### config.mk
export PLATFORM = sky130hd
export DESIGN_NAME = serial_adder_unit_flat
export DESIGN_NICKNAME = d
export VERILOG_FILES = /design/src/rtl/serial_adder_if.sv /design/src/rtl/serial_adder_unit.sv /design/src/flat_wrapper.sv
export SDC_FILE = /design/constraint.sdc
export NUM_CORES = 1
export LEC_CHECK = 0
export ABC_AREA = 1
export CORE_ASPECT_RATIO = 1.4
export CORE_UTILIZATION = 51
export DETAILED_ROUTE_END_ITERATION = 16
export PLACE_DENSITY_LB_ADDON = 0.2
export RECOVER_POWER = 100
export SYNTH_ARGS = -nofsm -noshare
export SYNTH_HDL_FRONTEND = slang
export SYNTH_SLANG_ARGS = --single-unit
### constraint.sdc
create_clock -name clk -period 3.5 [get_ports clk]
set_input_delay 0.7 -clock clk [delete_from_list [all_inputs] [get_ports clk]]
set_output_delay 0.7 -clock clk [all_outputs]
set_load 0.01 [all_outputs]
### src/rtl/serial_adder_if.sv
// Request/result bundle for the bit-serial adder: the requester drives start/a/b,
// the adder returns status and the registered sum.
interface serial_adder_if #(
  parameter int WIDTH = 4
);
  logic             start;
  logic [WIDTH-1:0] a;
  logic [WIDTH-1:0] b;
  logic             busy;
  logic             done;
  logic [WIDTH-1:0] y;
  logic             cout;
  logic             val;

  modport master (
    output start, a, b,
    input  busy, done, y, cout, val
  );

  modport slave (
    input  start, a, b,
    output busy, done, y, cout, val
  );
endinterface

### src/rtl/serial_adder_unit.sv
// Bit-serial unsigned adder: one full adder and a carry flop walk the operands LSB
// first; the WIDTH+1-bit result and its threshold flag are published only when done.
module serial_adder_unit #(
  parameter int          WIDTH  = 4,
  parameter int unsigned THRESH = 5
) (
  input logic         clk,
  input logic         rst,
  serial_adder_if.slave bus
);

  localparam int CNT_W = (WIDTH > 1) ? $clog2(WIDTH) : 1;
  localparam logic [WIDTH:0]     THRESH_V = (WIDTH + 1)'(THRESH);
  localparam logic [CNT_W-1:0]   LAST_BIT = CNT_W'(WIDTH - 1);

  typedef enum logic [1:0] {IDLE, RUN, DONE} state_t;

  state_t           state_q, state_d;
  logic [WIDTH-1:0] a_sh_q, a_sh_d;
  logic [WIDTH-1:0] b_sh_q, b_sh_d;
  logic [WIDTH-1:0] sum_sh_q, sum_sh_d;
  logic             carry_q, carry_d;
  logic [CNT_W-1:0] cnt_q, cnt_d;
  logic [WIDTH-1:0] y_q, y_d;
  logic             cout_q, cout_d;
  logic             val_q, val_d;
  logic             busy_q, busy_d;
  logic             done_q, done_d;

  logic             fa_s;
  logic             fa_c;
  logic [WIDTH-1:0] next_sum;

  // The flag looks at the full sum including carry, so a wrapped y can still be >= THRESH.
  function automatic logic below_thresh(input logic [WIDTH:0] full_sum);
    return full_sum < THRESH_V;
  endfunction

  assign fa_s     = a_sh_q[0] ^ b_sh_q[0] ^ carry_q;
  assign fa_c     = (a_sh_q[0] & b_sh_q[0]) | (carry_q & (a_sh_q[0] ^ b_sh_q[0]));
  assign next_sum = {fa_s, sum_sh_q[WIDTH-1:1]};

  always_comb begin
    state_d  = state_q;
    a_sh_d   = a_sh_q;
    b_sh_d   = b_sh_q;
    sum_sh_d = sum_sh_q;
    carry_d  = carry_q;
    cnt_d    = cnt_q;
    y_d      = y_q;
    cout_d   = cout_q;
    val_d    = val_q;
    case (state_q)
      IDLE: begin
        if (bus.start) begin
          state_d  = RUN;
          a_sh_d   = bus.a;
          b_sh_d   = bus.b;
          sum_sh_d = '0;
          carry_d  = 1'b0;
          cnt_d    = '0;
        end
      end
      RUN: begin
        sum_sh_d = next_sum;
        carry_d  = fa_c;
        a_sh_d   = a_sh_q >> 1;
        b_sh_d   = b_sh_q >> 1;
        cnt_d    = cnt_q + CNT_W'(1);
        if (cnt_q == LAST_BIT) begin
          state_d = DONE;
          y_d     = next_sum;
          cout_d  = fa_c;
          val_d   = below_thresh({fa_c, next_sum});
        end
      end
      DONE:    state_d = IDLE;
      default: state_d = IDLE;
    endcase
    busy_d = (state_d != IDLE);
    done_d = (state_d == DONE);
  end

  always_ff @(posedge clk or posedge rst) begin
    if (rst) begin
      state_q  <= IDLE;
      a_sh_q   <= '0;
      b_sh_q   <= '0;
      sum_sh_q <= '0;
      carry_q  <= 1'b0;
      cnt_q    <= '0;
      y_q      <= '0;
      cout_q   <= 1'b0;
      val_q    <= 1'b0;
      busy_q   <= 1'b0;
      done_q   <= 1'b0;
    end else begin
      state_q  <= state_d;
      a_sh_q   <= a_sh_d;
      b_sh_q   <= b_sh_d;
      sum_sh_q <= sum_sh_d;
      carry_q  <= carry_d;
      cnt_q    <= cnt_d;
      y_q      <= y_d;
      cout_q   <= cout_d;
      val_q    <= val_d;
      busy_q   <= busy_d;
      done_q   <= done_d;
    end
  end

  assign bus.busy = busy_q;
  assign bus.done = done_q;
  assign bus.y    = y_q;
  assign bus.cout = cout_q;
  assign bus.val  = val_q;

endmodule

### src/flat_wrapper.sv
// flat-port wrapper written by rule: the top's interface ports become plain ports
module serial_adder_unit_flat 
#(
  parameter int          WIDTH  = 4,
  parameter int unsigned THRESH = 5
)
  (clk, rst, bus_start, bus_a, bus_b, bus_busy, bus_done, bus_y, bus_cout, bus_val);
  serial_adder_if #(.WIDTH(WIDTH)) bus_i ();
  input logic clk;
  input logic rst;
  input wire logic [$bits(bus_i.start)-1:0] bus_start;
  input wire logic [$bits(bus_i.a)-1:0] bus_a;
  input wire logic [$bits(bus_i.b)-1:0] bus_b;
  output wire logic [$bits(bus_i.busy)-1:0] bus_busy;
  output wire logic [$bits(bus_i.done)-1:0] bus_done;
  output wire logic [$bits(bus_i.y)-1:0] bus_y;
  output wire logic [$bits(bus_i.cout)-1:0] bus_cout;
  output wire logic [$bits(bus_i.val)-1:0] bus_val;
  assign bus_i.start = bus_start;
  assign bus_i.a = bus_a;
  assign bus_i.b = bus_b;
  assign bus_busy = bus_i.busy;
  assign bus_done = bus_i.done;
  assign bus_y = bus_i.y;
  assign bus_cout = bus_i.cout;
  assign bus_val = bus_i.val;
  serial_adder_unit #(.WIDTH(WIDTH), .THRESH(THRESH)) u_core (.clk(clk), .rst(rst), .bus(bus_i));
endmodule
* Word level (Yosys, flattened, before mapping) *
Cells that the tools add are included.

storage, ports and cells
  flip-flop bits (word level) = 25
  input port bits = 11
  logic and storage cells = 40

operators by class
  equality and inequality tests = 4
  $add $sub $neg = 1
  bitwise gates (word level) = 5
  reduce and logical (&&, ||, !) cells = 5
  muxes and demuxes = 13
  $lt $le $gt $ge = 1

operator list
  cell                                                                           number
  4-bit case mux with 2 select lines                                             3
  4-bit 2-to-1 mux                                                               3
  2-bit case mux with 2 select lines                                             2
  2-bit 2-to-1 mux                                                               3
  5-bit by 3-bit less-than comparator with 1-bit output (second input constant)  1
  2-bit == test (second input constant)                                          2
  2-bit AND reduction                                                            2
  2-bit nonzero test                                                             2
  2-bit by 1-bit adder with 2-bit output (second input constant)                 1
  1-bit AND                                                                      2
  2-bit by 1-bit == test with 1-bit output (second input constant)               1
  2-bit zero test                                                                1
  2-bit inequality test (second input constant)                                  1
  1-bit case mux with 2 select lines                                             1
  1-bit bitwise XOR                                                              2
  1-bit 2-to-1 mux                                                               1
  1-bit bitwise OR                                                               1

* Depth between registers and ports, before layout *
  depth after elaboration = 4
  gate-level depth with buffers = 6
  gate-level depth less buffers = 6

* Worst setup path before layout *
No wires, ideal clock.

  path kind = register to register
  start point = reg u_core.carry_q
  end point = reg u_core.val_q, in the netlist u_core.bus.val
  path buffers = 0
  stages on the path, launching flop included = 7
  required time = 3.435 ns
  setup slack = 2.304 ns
  clock period less this slack = 1.196 ns
  arrival time = 1.131 ns
  cells stage by stage = dfrtp_1 inv_1 fa_1 nand2_1 inv_1 nand3_1 nand2_1

on the way
  cells in the longest elaborated chain, start to end = 3
  elaborated cells on any way between the ends = 4
  classes of those cells = order compare: 1; bitwise: 3

ends and longest elaborated chain
  element                                                  RTL line                  source
  start, declared                                          serial_adder_unit.sv:22   logic carry_q, carry_d;
  start signal, assigned                                   serial_adder_unit.sv:102  carry_q <= carry_d;
  1-bit AND                                                serial_adder_unit.sv:40   assign fa_c = (a_sh_q[0] & b_sh_q[0]) | (carry_q & (a_sh_q[0] ^ b_sh_q[0]));
  1-bit bitwise OR                                         serial_adder_unit.sv:40
  5-bit by 3-bit less-than comparator with 1-bit output *  serial_adder_unit.sv:36   return full_sum < THRESH_V;
  end signal, assigned                                     serial_adder_unit.sv:106  val_q <= val_d;
  end, declared                                            serial_adder_unit.sv:26   logic val_q, val_d;

Mark *: on every way between the ends. The rest lies on a longest branch, timed or not.
A chain may end at the register's enable or synchronous reset.

* Final worst setup path *
  start point = in bus_start
  end point = reg u_core.b_sh_q[2]

on the way
  cells in the longest elaborated chain, start to end = 2

ends and longest elaborated chain
  element                                 RTL line                  source
  start, declared                         flat_wrapper.sv:11        input wire logic [$bits(bus_i.start)-1:0] bus_start;
  2-bit inequality test (no source line)  --
  2-bit AND reduction (no source line)    --
  end signal, assigned                    serial_adder_unit.sv:100  b_sh_q <= b_sh_d;
  end, declared                           serial_adder_unit.sv:20   logic [WIDTH-1:0] b_sh_q, b_sh_d;

No other way between the ends.

==> results.toml <==
[status]
status = "completed"

[route]
drt_first_pass_iters = 4
drc = 0
wl_per_cell_um = 10.96
via_per_inst = 5.213
drt_iter0_markers = 20
drt_wl_total_um = 1797
dr_total_vias = 855
ant_nets = 0

[sta]
finalHoldViolations = 0
rsz0062_at_grt = "no"
setup_violations = 0
tns_ns = 0
clock_skew_ns = 0.001450
period_share_pct = 59.32
slew_viol_final = 0
worstMarginPinSlew_ns = 1.072
timing.fmax_mhz = 481.6
whs_ns = 0.4758
max_slew_margin_pct = 27.78
period_needed_ns = 2.076

[power]
seqPwrFrac_pct = 43.4
p_leak_nw = 0.6828
powerDensity_nw_per_um2 = 865.7
internal_power_mw = 0.6690
combPwrFrac_pct = 44.1
power_mw = 1.120
power_switching_share_pct = 40.27
switchingPower_mw = 0.4510
vdd_drop_max_v = 0.0004465
power_frac_clock_pct = 12.6

[die]
core_sq_um = 1997
die_area_sq_um = 2328
dieHeight_um = 56.70
num_rows = 19
io_pins = 19
start_util_pct = 54.57
fp.dieW_um = 41.07

[final_layout]
area_growth_pct = 18.71
diodes = 0
nNetsFinal = 157
utilization_pct = 64.79
drive_gt1_share_pct = 6.294
fin_cells = 164

[clock_network]
cts.sink_count = 24
cts.repair.resized = 0
clock_path_buffers = 2
cts_tree = "done"
htreeDepth = 1
hold_buffers = 0
cts_made_buffers = 3
path_clk_slew_ns = 0.12
cts_root_buf = "clkbuf_4"
cts_setup_buffers = 0
insertion_delay_ns = 0.30

[global_routing]
grt_max_degree = 25
grt_pass1_vias = 847
grt_antenna_before_repair = 0
grt_use_total_pct = 19.62
grt_first_pass_wirelength_um = 3270
overflow = 0

[synth]
synth_cell_types = 17
synth_flop_cell = "dfrtp_1"
syn-num-nets = 136
yosysWarnings = 0
synth_top_area_share_pct = 55.11
syn_avg_cell_area_sq_um = 8.860
syn_area_sq_um = 1090
synth-edff-count = 0
yosysMostFrequentCell = "nand2_1"
synth_top_cells_by_area = "dfrtp_1, nand2_1, inv_1"
ys_seq_area_share_pct = 55.11
synth_largest_area_cell = "dfrtp_1"
ys_seq_elements = 24
ys_async_sr_fraction_pct = 100.0
synthTopCellsByCount = "nand2_1, dfrtp_1, inv_1, nand3_1, o21ai_0"
synthCells = 123

[critical_path]
cp-start-kind = "primary input"
cp_num_buf_inv = 1
cp_slowest_cell = "o21ai_0"
path_max_fanout = 10
crit_family = "compound AO/OA/AOI/OAI gates"
path_cells = "dlygate4sd3_1 > o21ai_0 > nand2_1 > nand2_1"
worstPathArrival_ns = 2.32
critPathKind = "in2reg"
crit_path_frequent_cell = "nand2_1"
endpoint_kind = "flip-flop"
crit_required_ns = 3.75
critPathMaxStageDelay_ns = 0.85

[place]
globalplace.congestion = 0.7555
port-buffer-count = 18
place_inst = 160
hpwl_um = 1356

[flow_run]
drv_cap = 0

[worst_hold_path]
hp-class = "reg2reg"
## worst paths after layout
kind | start | to | slack, ns | cells past startpoint
max | bus_start | u_core.b_sh_q[2] | 1.42 | 4
min | u_core.bus.y[2] | u_core.bus.y[2] | 0.48 | 2
max reg2reg | u_core.state_q[0] | u_core.b_sh_q[2] | 1.73 | 3
min reg2reg | u_core.bus.y[2] | u_core.bus.y[2] | 0.48 | 2
max in group asynchronous | rst | u_core.bus.val | 1.96 | 2
min in group asynchronous | rst | u_core.bus.y[3] | 1.00 | 2
## per-stage QoR
step	worst slack, ns	instance area, sq um
2_1_floorplan	2.304	1090
3_3_place_gp	1.710	1277
3_5_place_dp	1.683	1277
4_1_cts	1.581	1314
5_1_grt	1.254	1294
6_report	1.424	1294
## worst reg2reg max path, cell delays in order (launching register included)
cell and delay [ns]:
dfrtp_1 0.57, o21ai_0 0.91, nand2_1 0.11, nand2_1 0.12
## kinds of logic after synthesis
logic type	Yosys count	share of synthesized area, %
fa+ha+maj	2	2.985
flops	24	55.11
buf+inv	23	9.185
simple gates	60	24.22
compound gates	14	8.496
## cell type report
cell class                      count  area (sq um)
Tap cell                           21         26.28
Fill cell                         182         703.2
Inverter                           21         81.33
Timing Repair Buffer               18         180.2
Sequential cell                    24         600.6
Clock buffer                        4         36.28
Multi-Input combinational cell     76         369.1
## power groups by stage
stage / clock (mW) / sequential (mW) / combinational (mW)
floorplan: 0 / 0.486 / 0.384
global placement: 0 / 0.493 / 0.520
detailed placement: 0 / 0.498 / 0.537
CTS: 0.143 / 0.492 / 0.539
global route: 0.155 / 0.506 / 0.578
finish: 0.141 / 0.486 / 0.494
## cells in the final DEF (no fill, tap or decap)
| cell | netlist | final |
|---|---|---|
| fa_1 | 1 | 1 |
| a21oi_4 | 1 | 1 |
| nand2_4 | 1 | 1 |
| o21ai_0 | 9 | 11 |
| clkbuf_8 | 0 | 1 |
| clkbuf_4 | 0 | 3 |
| a21oi_1 | 1 | 1 |
| dfrtp_1 | 24 | 24 |
| inv_1 | 20 | 20 |
| nand2_2 | 3 | 1 |
| o21ai_2 | 3 | 1 |
| ha_1 | 1 | 1 |
| nand3_1 | 13 | 13 |
| clkdlybuf4s50_1 | 0 | 8 |
| inv_4 | 1 | 1 |
| dlygate4sd3_1 | 0 | 10 |
| nor2_1 | 4 | 5 |
| nand2_1 | 38 | 40 |
## sequential cells by signal (all words and copies together) (netlist names)
name             flops
u_core.a_sh_q        4
u_core.b_sh_q        4
u_core.bus.y         4
u_core.sum_sh_q      3
u_core.cnt_q         2
u_core.state_q       2
u_core.bus.busy      1
u_core.bus.cout      1
u_core.bus.done      1
u_core.bus.val       1
u_core.carry_q       1
## layer usage
layer | vias up | GRT usage, % | wire (um)
met5 | - | 0 | 0
met4 | 0 | 5.714 | 16
met3 | 2 | 2.372 | 65
met2 | 25 | 34.60 | 992
met1 | 412 | 22.81 | 723
li1 | 416 | - | -
(Power assumes the default switching activity.)
